## config.mk

```make
export PLATFORM = sky130hd
export DESIGN_NAME = ifq_fetch_unit
export DESIGN_NICKNAME = d
export VERILOG_FILES = /design/src/rtl/ifq_fetch_unit.sv
export SDC_FILE = /design/constraint.sdc
export NUM_CORES = 1
export LEC_CHECK = 0
export CELL_PAD_IN_SITES_DETAIL_PLACEMENT = 1
export CELL_PAD_IN_SITES_GLOBAL_PLACEMENT = 1
export CORE_ASPECT_RATIO = 1.4
export CORE_MARGIN = 4
export CORE_UTILIZATION = 42
export DETAILED_ROUTE_END_ITERATION = 8
export PLACE_DENSITY = 0.79
export SLEW_MARGIN = 25
export SYNTH_ARGS = -nofsm -noshare
export SYNTH_HDL_FRONTEND = slang
export SYNTH_SLANG_ARGS = --single-unit
```

## constraint.sdc

```tcl
create_clock -name clk -period 6.9 [get_ports clk]
set_input_delay 1.725 -clock clk [delete_from_list [all_inputs] [get_ports clk]]
set_output_delay 1.725 -clock clk [all_outputs]
set_load 0.01 [all_outputs]
```

## src/rtl/ifq_fetch_unit.sv

```systemverilog
// ifq_fetch_unit: prefetching fetch front end with a DEPTH-entry instruction queue and redirect/flush.
// Define IFQ_JUMP_PREDECODE_EN to redirect early on the custom unconditional jump (opcode 1100011).
module ifq_fetch_unit #(
    parameter int XLEN = 32,
    parameter int DEPTH = 4,
    parameter logic [XLEN-1:0] RESET_PC = '0
) (
    input  logic                    clk,
    input  logic                    res,
    output logic                    imem_req_o,
    output logic [XLEN-1:0]         imem_addr_o,
    input  logic [31:0]             imem_rdata_i,
    input  logic                    redirect_i,
    input  logic [XLEN-1:0]         redirect_pc_i,
    output logic                    out_valid,
    input  logic                    out_ready,
    output logic [31:0]             out_inst,
    output logic [XLEN-1:0]         out_pc,
    output logic [$clog2(DEPTH):0]  count
);
    localparam int AW = $clog2(DEPTH);
    logic [XLEN-1:0] fetch_pc, pend_pc, next_pc;
    logic pend, kill, push, pop, jump, unused;
    logic [AW-1:0] rd_ptr, wr_ptr;
    logic [31:0] inst_q [DEPTH];
    logic [XLEN-1:0] pc_q [DEPTH];

    // Credit counts the in-flight word so a response always has a free slot.
    assign imem_req_o = res & ~redirect_i & ((AW+2)'(count) + (AW+2)'(pend) < (AW+2)'(DEPTH));
    assign imem_addr_o = fetch_pc;
    assign out_valid = count != '0;
    assign out_inst = out_valid ? inst_q[rd_ptr] : '0;
    assign out_pc = out_valid ? pc_q[rd_ptr] : '0;
    assign push = pend & ~kill & ~redirect_i;
    assign pop = out_valid & out_ready & ~redirect_i;
    assign unused = ^redirect_pc_i[1:0];

`ifdef IFQ_JUMP_PREDECODE_EN
    logic signed [26:0] jump_off;
    assign jump_off = {imem_rdata_i[31:7], 2'b00};
    assign jump = push & (imem_rdata_i[6:0] == 7'b1100011);
    assign next_pc = jump ? pend_pc + XLEN'(4) + XLEN'(jump_off) : fetch_pc + XLEN'(4);
`else
    assign jump = 1'b0;
    assign next_pc = fetch_pc + XLEN'(4);
`endif

    always_ff @(posedge clk or negedge res) begin
        if (!res) begin
            fetch_pc <= RESET_PC;
            pend     <= 1'b0;
            pend_pc  <= '0;
            kill     <= 1'b0;
            rd_ptr   <= '0;
            wr_ptr   <= '0;
            count    <= '0;
        end else begin
            pend <= imem_req_o;
            if (imem_req_o) pend_pc <= fetch_pc;
            if (redirect_i) begin
                fetch_pc <= {redirect_pc_i[XLEN-1:2], 2'b00};
                kill     <= 1'b0;
                rd_ptr   <= '0;
                wr_ptr   <= '0;
                count    <= '0;
            end else begin
                if (imem_req_o | jump) fetch_pc <= next_pc;
                // A kill is only armed when a sequential word is actually in flight behind the jump.
                kill <= jump ? imem_req_o : kill & ~pend;
                if (push) wr_ptr <= wr_ptr + AW'(1);
                if (pop) rd_ptr <= rd_ptr + AW'(1);
                count <= count + (AW+1)'(push) - (AW+1)'(pop);
            end
        end
    end

    always_ff @(posedge clk) begin
        if (push) begin
            inst_q[wr_ptr] <= imem_rdata_i;
            pc_q[wr_ptr]   <= pend_pc;
        end
    end
endmodule

```

==> flow_summary_export.csv, run 1 <==
group,metric,value,unit
worst_hold_path,min_path_type,"register to register",
clocking,cts.hold.buffers_added,0,
finish,layout_common_cells,"edfxtp_1, clkdlybuf4s50_1, dfrtp_1, mux4_2, and2_1",
timing,hold_violations,0,
synthesis,synth_area,0.0128,mm^2
finish,multi_input_area,0.00341,mm^2
global_route,antenna_found_initial,0,
synthesis,ys_ff_latch,317,
routing,wire_per_inst,22.1,um
power_and_ir_drop,p_per_area,347,mW/mm^2
finish,regArea,0.00918,mm^2
synthesis,synth_top_flop_cell,"edfxtp_1",
routing,num_vias,6704,
timing,rsz0062_at_grt,"no",
synthesis,synth_xor_area_share,2.26,%
power_and_ir_drop,comb_power_share,23.8,%
placed_design,gp_congestion,0.763,
synthesis,synth_edf_count,248,
power_and_ir_drop,power.switching,1.45,mW
floorplanning,start_util,42.6,%
global_route,grtUsageMet3,2.18,%
job,maxCapViolCount,0,
clocking,clk_latency,550,ps
synthesis,synth-seq-area-share,71.7,%
clocking,postCtsSetupBuffers,0,
global_route,grtUsageMet2,31.0,%
status,status,"completed",
synthesis,synthMuxAreaShare,14.4,%
global_route,grt-ovfl-total,0,
global_route,grt_pass1_wl,44400,um
floorplanning,pin_count,169,
routing,viasPerCell,5.26,
power_and_ir_drop,power_leakage,5.33,nW
floorplanning,rows,75,
synthesis,synth_top_family_by_area,"multiplexers",
worst_setup_path,crit_required,5180,ps
routing,first_iter_violations,299,
synthesis,synth-compound-area-share,1.04,%
routing,ant_nets,0,
synthesis,ys_async_sr_fraction,21.8,%
global_route,met1_usage,21.1,%
finish,layout_commonest_cell,"edfxtp_1",
worst_setup_path,criticalPathCategory,"primary input to output pin",
finish,fin_nets,944,
finish,areaGrowthSynthToFinish,23.8,%
floorplanning,core,0.0300,mm^2
floorplanning,die_area,0.0333,mm^2
synthesis,synth_area_per_cell,18.2,um^2
global_route,track_usage,17.1,%
global_route,grt_max_degree,66,
timing,relSlewSlack,32.7,%
timing,fin_crit_sh,70.1,%
synthesis,yosysWarnings,0,
finish,antennaDiodeCount,0,
timing,setup_viol,0,
clocking,clockBufferDepth,3,
clocking,clk_transition_reported_paths,60,ps
clocking,cts_tree,"yes",
clocking,cts_root_buf,"clkbuf_16",
clocking,numCtsBuffers,30,
finish,layout-drive-gt1-share,20.1,%
floorplanning,die_h,214,um
placed_design,hpwlAfterDp,17600,um
global_route,busiest_layer,"met2",
power_and_ir_drop,ir_worst_vdd,0.000160,V
worst_setup_path,crit_arrival,3110,ps
routing,routed_wl,28200,um
worst_setup_path,path_max_fanout,24,
placed_design,dp_cells,1219,
synthesis,yosysUniqueCellTypes,43,
placed_design,io_buffers,162,
worst_setup_path,worst_setup_path_end_kind,"output pin",
finish,stdcell_count,1275,
timing,clock_skew,8.23,ps
timing,fmax,0.207,GHz
power_and_ir_drop,seqPwrFrac,45.7,%
power_and_ir_drop,switching_share,26.4,%
power_and_ir_drop,p_clk_share,30.5,%
timing,fin_crit,4840,ps
floorplanning,die_w,155,um
timing,tightest_slew,1010,ps
worst_setup_path,crit_path_start_kind,"primary input",
clocking,cts_resized,0,
global_route,grt_pass1_vias,7665,
routing,drc,0,
synthesis,yosys.area_share.simple,7.78,%
clocking,cts_sinks,317,
finish,num-fill-cells,2798,
clocking,htree_levels,1,
synthesis,synth_fa_ha_area_share,0.939,%
power_and_ir_drop,p_int,4.04,mW
routing,dr.pass1.iters,4,
timing,finalSetupTns,0,ps
synthesis,netlist_instances,701,
timing,finalMaxSlewViolations,0,
## kinds of logic after synthesis
group                      Yosys count
other                                1
AOI/OAI and AO/OA                   26
and+or+nand+nor                    167
buffers and inverters               47
DFF                                317
xor gates and xnor gates            33
adders and majority gates            9
muxes                              101
## flip-flops by register name, indices dropped and copies added (netlist names)
| name | cells |
|---|---|
| count | 3 |
| pend_pc | 30 |
| inst_q | 128 |
| imem_addr_o | 30 |
| pc_q | 120 |
| rd_ptr | 2 |
| wr_ptr | 2 |
| kill | 1 |
| pend | 1 |
## worst paths after layout
check,startpoint,to,slack [ps],cells after the start
max in group asynchronous,res,rd_ptr[0],4740,2
min in group asynchronous,res,imem_addr_o[17],1070,1
setup reg to reg,count[1],count[2],4100,11
hold / removal,pend,kill,510,1
hold reg to reg,pend,kill,510,1
setup / recovery,res,imem_req_o,2060,4
## power by group through the flow
| stage | sequential [mW] | clock, mW | combinational, mW |
|---|---|---|---|
| 2_1_floorplan | 2.44 | 0 | 0.763 |
| 3_5_place_dp | 2.55 | 0 | 1.34 |
| 4_1_cts | 2.52 | 1.72 | 1.35 |
| 3_3_place_gp | 2.53 | 0 | 1.32 |
| 5_1_grt | 2.54 | 1.81 | 1.41 |
| 6_report | 2.51 | 1.68 | 1.31 |
## Yosys cell counts, drive strengths merged (2+ instances only)
master | instances | area, um^2
mux2i | 3 | 42.5
clkbuf | 24 | 100
mux4 | 62 | 1400
nand2 | 34 | 128
ha | 8 | 100
and2 | 66 | 413
nor3 | 8 | 40.0
xor2 | 12 | 105
and4 | 3 | 27.5
nor2 | 10 | 37.5
xnor2 | 21 | 184
nand4 | 8 | 56.3
inv | 8 | 30.0
nand3 | 12 | 65.1
buf | 15 | 97.6
or3 | 2 | 13.8
and3 | 7 | 43.8
mux2 | 36 | 405
edfxtp | 248 | 7450
o21ai | 25 | 125
dfrtp | 69 | 1730
nor4 | 10 | 109
## metrics by stage
step                      hold slack (ps)  power, mW  cell area (um^2)  util, %  worst slack, ps
after global placement                481       3.85             14800     49.2             2020
after floorplan                       446       3.21             12800        -             2670
after CTS                             513       5.59             15800     52.6             1960
final                                 509       5.49             15800     52.7             2060
after detailed placement              487       3.89             14800     49.2             2010
after global routing                  545       5.77             15800     52.7             1910
## per-layer routing
layer  vias to the layer above  routed length (um)
li1                       3029                   -
met1                      3471               11200
met2                       175               15300
met3                        29                1180
met4                         0                 588
met5                         -                   0
## final cells by class
type	instances	share of cell area (%)
inverter	8	0.190
sequential	317	58.0
timing repair buffer	170	10.7
tap	385	3.04
multi-input combinational	340	21.5
clock buffer	35	5.33
clock inverter	20	1.17
## critical path: stages
cell and delay (ps):
buf_4 280, nand2_1 210, nor2_2 280, clkdlybuf4s50_1 600
No activity file was read; power rests on OpenSTA's default activity.
==> run 2, diff against run 1 <==
PLACE_DENSITY = 0.82   (was 0.79)
clock period = 3.95 ns   (was 6.9 ns; I/O delays follow)
==> run 2 against run 1 <==
Compared with the run above:
- global-route usage is 0.18 points lower
- clock power is 71% higher
- non-clock buffer count is 8 higher
- critical path depth is 2 higher
- combinational power is 79% higher
- die area stayed put
- final cell count is 0.47% higher
- hold slack worse by 230 ps
- sequential share of layout area is 0.43 points lower
- critical path type is now register to output pin
- largest power group unchanged
- highest routed layer unchanged
==> flow_summary_export.csv, run 2 (synthesis results as in run 1) <==
group,metric,value,unit
status,status,"completed",
clocking,htree_levels,1,
finish,regMostFlops,"inst_q",
clocking,cts.hold.buffers_added,0,
timing,fin_crit,3740,ps
timing,finalSetupTns,0,ps
floorplanning,core,0.0300,mm^2
timing,setup_viol,0,
timing,hold_violations,0,
routing,wire_per_inst,21.3,um
finish,layout_commonest_cell,"edfxtp_1",
clocking,clk_latency,550,ps
routing,routed_wl,27300,um
placed_design,io_buffers,162,
worst_setup_path,crit_family,"simple AND/OR/NAND/NOR gates",
global_route,grt_max_degree,67,
timing,relSlewSlack,44.3,%
routing,ant_nets,0,
finish,fin_util,53.1,%
worst_setup_path,path_max_fanout,5,
finish,areaGrowthSynthToFinish,24.7,%
timing,tightest_slew,836,ps
timing,clock_skew,16.4,ps
clocking,cts_root_buf,"clkbuf_16",
worst_setup_path,crit_required,2960,ps
floorplanning,start_util,42.6,%
timing,fin_crit_sh,94.7,%
worst_setup_path,startpoint,"count[2]",
placed_design,hpwlAfterDp,17900,um
timing,setup_ws,208,ps
routing,first_iter_violations,377,
worst_setup_path,reg2reg_from,"count[1]",
floorplanning,pin_count,169,
floorplanning,die_area,0.0333,mm^2
global_route,antenna_found_initial,1,
finish,largest_reg_flops,128,
placed_design,place_area,0.0149,mm^2
worst_setup_path,crit_path_start_kind,"register",
clocking,cts_sinks,317,
timing,fmax,0.267,GHz
floorplanning,die_w,155,um
finish,antennaDiodeCount,0,
finish,layout-drive-gt1-share,20.4,%
routing,drc,0,
power_and_ir_drop,power_leakage,5.37,nW
clocking,clockBufferDepth,3,
finish,layout_common_cells,"edfxtp_1, clkdlybuf4s50_1, dfrtp_1, mux4_2, and2_1",
job,maxCapViolCount,0,
finish,num-fill-cells,2809,
power_and_ir_drop,p_per_area,601,mW/mm^2
worst_setup_path,slowest_stage,"clkdlybuf4s50_1",
global_route,grt_pass1_vias,7526,
finish,reg_top3,"inst_q (128), pc_q (120)",
worst_hold_path,min_path_type,"primary input to asynchronous set/reset pin",
floorplanning,rows,75,
global_route,grt-ovfl-total,0,
clocking,clk_transition_reported_paths,60,ps
worst_setup_path,slowest_delay,570,ps
global_route,grt_pass1_wl,44100,um
clocking,cts_tree,"yes",
clocking,numCtsBuffers,29,
routing,num_vias,6714,
finish,stdcell_area,0.0159,mm^2
finish,fin_nets,951,
worst_setup_path,crit_arrival,2750,ps
worst_setup_path,path_cells,"ha_1, and4b_2, mux2_4, nand2_1, nor2_4, clkdlybuf4s50_1",
power_and_ir_drop,ir_worst_vdd,0.000320,V
global_route,track_usage,16.9,%
routing,viasPerCell,5.24,
worst_setup_path,criticalPathCategory,"register to output pin",
worst_setup_path,worst-path-buf-inv,1,
timing,rsz0062_at_grt,"no",
floorplanning,die_h,214,um
worst_setup_path,worst_setup_path_end_kind,"output pin",
placed_design,gp_congestion,0.755,
placed_design,place_ws,435,ps
timing,finalMaxSlewViolations,0,
routing,dr.pass1.iters,6,
## run 2: cell types whose count changed in the layout (fill, tap and decap cells not counted), moves of 2 or more
cell | before | now
clkinv_1 | 4 | 1
clkinv_4 | 0 | 2
buf_12 | 0 | 8
clkbuf_8 | 1 | 5
inv_6 | 2 | 0
clkbuf_16 | 33 | 30
clkbuf_1 | 1 | 6
clkinv_2 | 7 | 3
## run 2: cell type report
cell class	instances	area [um^2]	area share (%)
timing repair buffer	178	1830	11.5
inverter	8	30.0	0.188
tap	385	482	3.02
clock inverter	12	151	0.950
clock buffer	41	842	5.28
sequential	317	9180	57.6
multi-input combinational	340	3420	21.5
## run 2: path summary, 6_finish.rpt
kind / to / slack, ps / depth (start not counted)
max in group asynchronous: rd_ptr[0] / 2540 / 2
min in group clk: kill / 510 / 1
setup reg to reg: count[2] / 1280 / 10
setup / recovery: imem_req_o / 210 / 6
hold / removal: imem_addr_o[12] / 280 / 1
hold reg to reg: kill / 510 / 1
## run 2: power by group
group	leakage (nW)	internal [mW]	switching (mW)
logic	1.79	1.37	0.979
registers	3.09	4.02	0.339
clock network	0.487	1.69	1.18
total	5.37	7.07	2.50
## run 2: what timing repair did
item / CTS / global route
pin swaps: 1 / 0
buffers inserted: 1 / 1
gates cloned: 0 / 0
endpoints found under the setup margin: 1 / 1
resized for setup: 2 / 0
## run 2: through the flow
stage / hold slack, ps / power [mW] / std cells
after floorplan: 446 / 5.60 / 704
after global placement: 476 / 6.75 / 1226
after detailed placement: 489 / 6.84 / 1226
after CTS: 240 / 9.75 / 1280
after global routing: 261 / 10.1 / 1281
final: 279 / 9.57 / 1281
## run 2: routing by layer
| layer | global-route usage [%] | share of wire [%] | up-vias |
|---|---|---|---|
| met3 | 2.08 | 4.3 | 39 |
| met4 | 5.08 | 2.5 | 0 |
| met1 | 21.7 | 40 | 3477 |
| met2 | 29.9 | 54 | 166 |
| li1 | - | - | 3032 |
| met5 | 0 | 0 | - |
==> run 3, diff against run 2 <==
PLACE_DENSITY = default   (was 0.82)
PLACE_DENSITY_LB_ADDON = 0.1   (was default)
==> run 3 against run 2 <==
Compared with the run above:
- clock power is essentially flat
- design area is essentially flat
- sequential share of layout area is 0.052 points higher
- final cell count grew 0.31%
- clock skew decreased by 2.0 ps
- register-to-register slack got worse by 220 ps
- critical path depth is the same
- hold slack better by 230 ps
- sequential power is essentially flat
- sequential cell count is the same
- die area unchanged
- critical path type unchanged
- setup slack worse by 13 ps
==> flow_summary_export.csv, run 3 (synthesis results as in run 1) <==
group,metric,value,unit
global_route,grt_pass1_wl,46200,um
timing,tightest_slew,987,ps
placed_design,hpwlAfterDp,18200,um
finish,layout-drive-gt1-share,20.7,%
worst_hold_path,hold_start,"pend",
global_route,grt_pass1_vias,7787,
routing,routed_wl,29100,um
worst_setup_path,criticalPathCategory,"register to output pin",
power_and_ir_drop,ir_worst_vdd,0.000300,V
floorplanning,die_area,0.0333,mm^2
status,status,"completed",
routing,wire_per_inst,22.6,um
timing,fmax,0.266,GHz
routing,dr.pass1.iters,4,
timing,finalSetupTns,0,ps
finish,fin_nets,953,
worst_setup_path,crit_family,"buffers and inverters",
power_and_ir_drop,power_leakage,5.38,nW
finish,reg_top3,"inst_q (128), pc_q (120)",
clocking,clk_latency,560,ps
timing,setup_viol,0,
worst_setup_path,r2r_slack,1060,ps
timing,fin_crit,3760,ps
worst_setup_path,r2r_end,"count[2]",
clocking,cts_root_buf,"clkbuf_16",
timing,fin_crit_sh,95.1,%
timing,whs,505,ps
timing,hold_violations,0,
clocking,cts_sinks,317,
worst_setup_path,worst_setup_path_end_kind,"output pin",
floorplanning,rows,75,
routing,drc,0,
worst_setup_path,r2r_cells,11,
routing,first_iter_violations,284,
floorplanning,core,0.0300,mm^2
finish,areaGrowthSynthToFinish,24.6,%
worst_setup_path,slowest_delay,550,ps
worst_setup_path,crit_required,2960,ps
finish,largest_reg_flops,128,
clocking,htree_levels,1,
worst_setup_path,slowest_stage,"clkdlybuf4s50_1",
worst_setup_path,path_cells,"ha_1, o211ai_1, mux2_4, nand2_1, nor2_4, clkdlybuf4s50_1",
finish,layout_common_cells,"edfxtp_1, clkdlybuf4s50_1, dfrtp_1, mux4_2, and2_1",
placed_design,io_buffers,162,
routing,ant_nets,0,
job,maxCapViolCount,0,
power_and_ir_drop,p_per_area,603,mW/mm^2
worst_setup_path,crit_arrival,2770,ps
finish,layout_commonest_cell,"edfxtp_1",
worst_setup_path,reg2reg_from,"count[1]",
worst_setup_path,crit_path_start_kind,"register",
clocking,numCtsBuffers,31,
clocking,clk_transition_reported_paths,70,ps
routing,num_vias,6707,
worst_hold_path,hold_depth,1,
floorplanning,die_w,155,um
finish,regMostFlops,"inst_q",
finish,antennaDiodeCount,0,
global_route,grt_max_degree,63,
worst_setup_path,path_max_fanout,10,
worst_setup_path,worst-path-buf-inv,1,
timing,finalMaxSlewViolations,0,
floorplanning,die_h,214,um
worst_hold_path,hold_end,"kill",
placed_design,gp_congestion,0.823,
routing,viasPerCell,5.22,
timing,rsz0062_at_grt,"no",
worst_hold_path,min_path_type,"register to register",
floorplanning,start_util,42.6,%
global_route,grt-ovfl-total,0,
timing,relSlewSlack,34.2,%
global_route,track_usage,17.8,%
global_route,antenna_found_initial,0,
power_and_ir_drop,total_power,9.60,mW
clocking,cts_tree,"yes",
floorplanning,pin_count,169,
clocking,clockBufferDepth,3,
timing,clock_skew,14.4,ps
## run 3: cell count changes in the layout (fill, tap and decap cells not counted), moves of 2 or more
| cell | change |
|---|---|
| buf_16 | +2 |
| bufinv_16 | -3 |
| clkinv_2 | +4 |
| buf_4 | +3 |
| clkbuf_16 | +4 |
| buf_12 | -5 |
## run 3: layer usage
layer	share of wire [%]	vias to the layer above	GRT usage, %
li1	-	3040	-
met1	40	3468	21.9
met2	53	167	32.6
met3	5.1	32	3.01
met4	1.7	0	4.23
met5	0	-	0
## run 3: timing repair
action | 4_1_cts | 5_1_grt
endpoints found under the setup margin | 18 | 1
hold buffers | 0 | 0
gates resized for setup | 1 | 1
setup buffers | 0 | 0
## run 3: final cells by class
class | count | area [um^2]
Clock buffer | 44 | 928
Timing Repair Buffer | 178 | 1810
Sequential cell | 317 | 9180
Fill cell | 2818 | 14100
Tap cell | 385 | 482
Multi-Input combinational cell | 340 | 3420
Clock inverter | 13 | 75.1
Inverter | 8 | 30.0
## run 3: stage by stage
stage | utilization, % | setup slack (ps) | cell area (um^2) | instances
2_1_floorplan | - | 712 | 12800 | 704
4_1_cts | 52.8 | 30.5 | 15900 | 1282
6_report | 53.1 | 195 | 15900 | 1285
3_3_place_gp | 49.4 | 588 | 14800 | 1225
5_1_grt | 53.1 | 29.0 | 15900 | 1285
3_5_place_dp | 49.4 | 530 | 14800 | 1225
## run 3: where the power goes
part,internal [mW],switching [mW],total [mW]
clock network,1.64,1.23,2.87
logic,1.36,1.03,2.39
registers,4.02,0.319,4.34
total,7.02,2.58,9.60
## run 3: worst max path at each step
stage                     startpoint           end  slack, ps  cells past startpoint
after floorplan           redirect_i  inst_q[0][0]        710                      3
after global placement      count[1]    out_pc[29]        590                      4
after detailed placement    count[1]    out_pc[28]        530                      4
after CTS                   count[1]    imem_req_o         30                      6
after global routing        count[2]    imem_req_o         30                      6
final                       count[2]    imem_req_o        190                      6
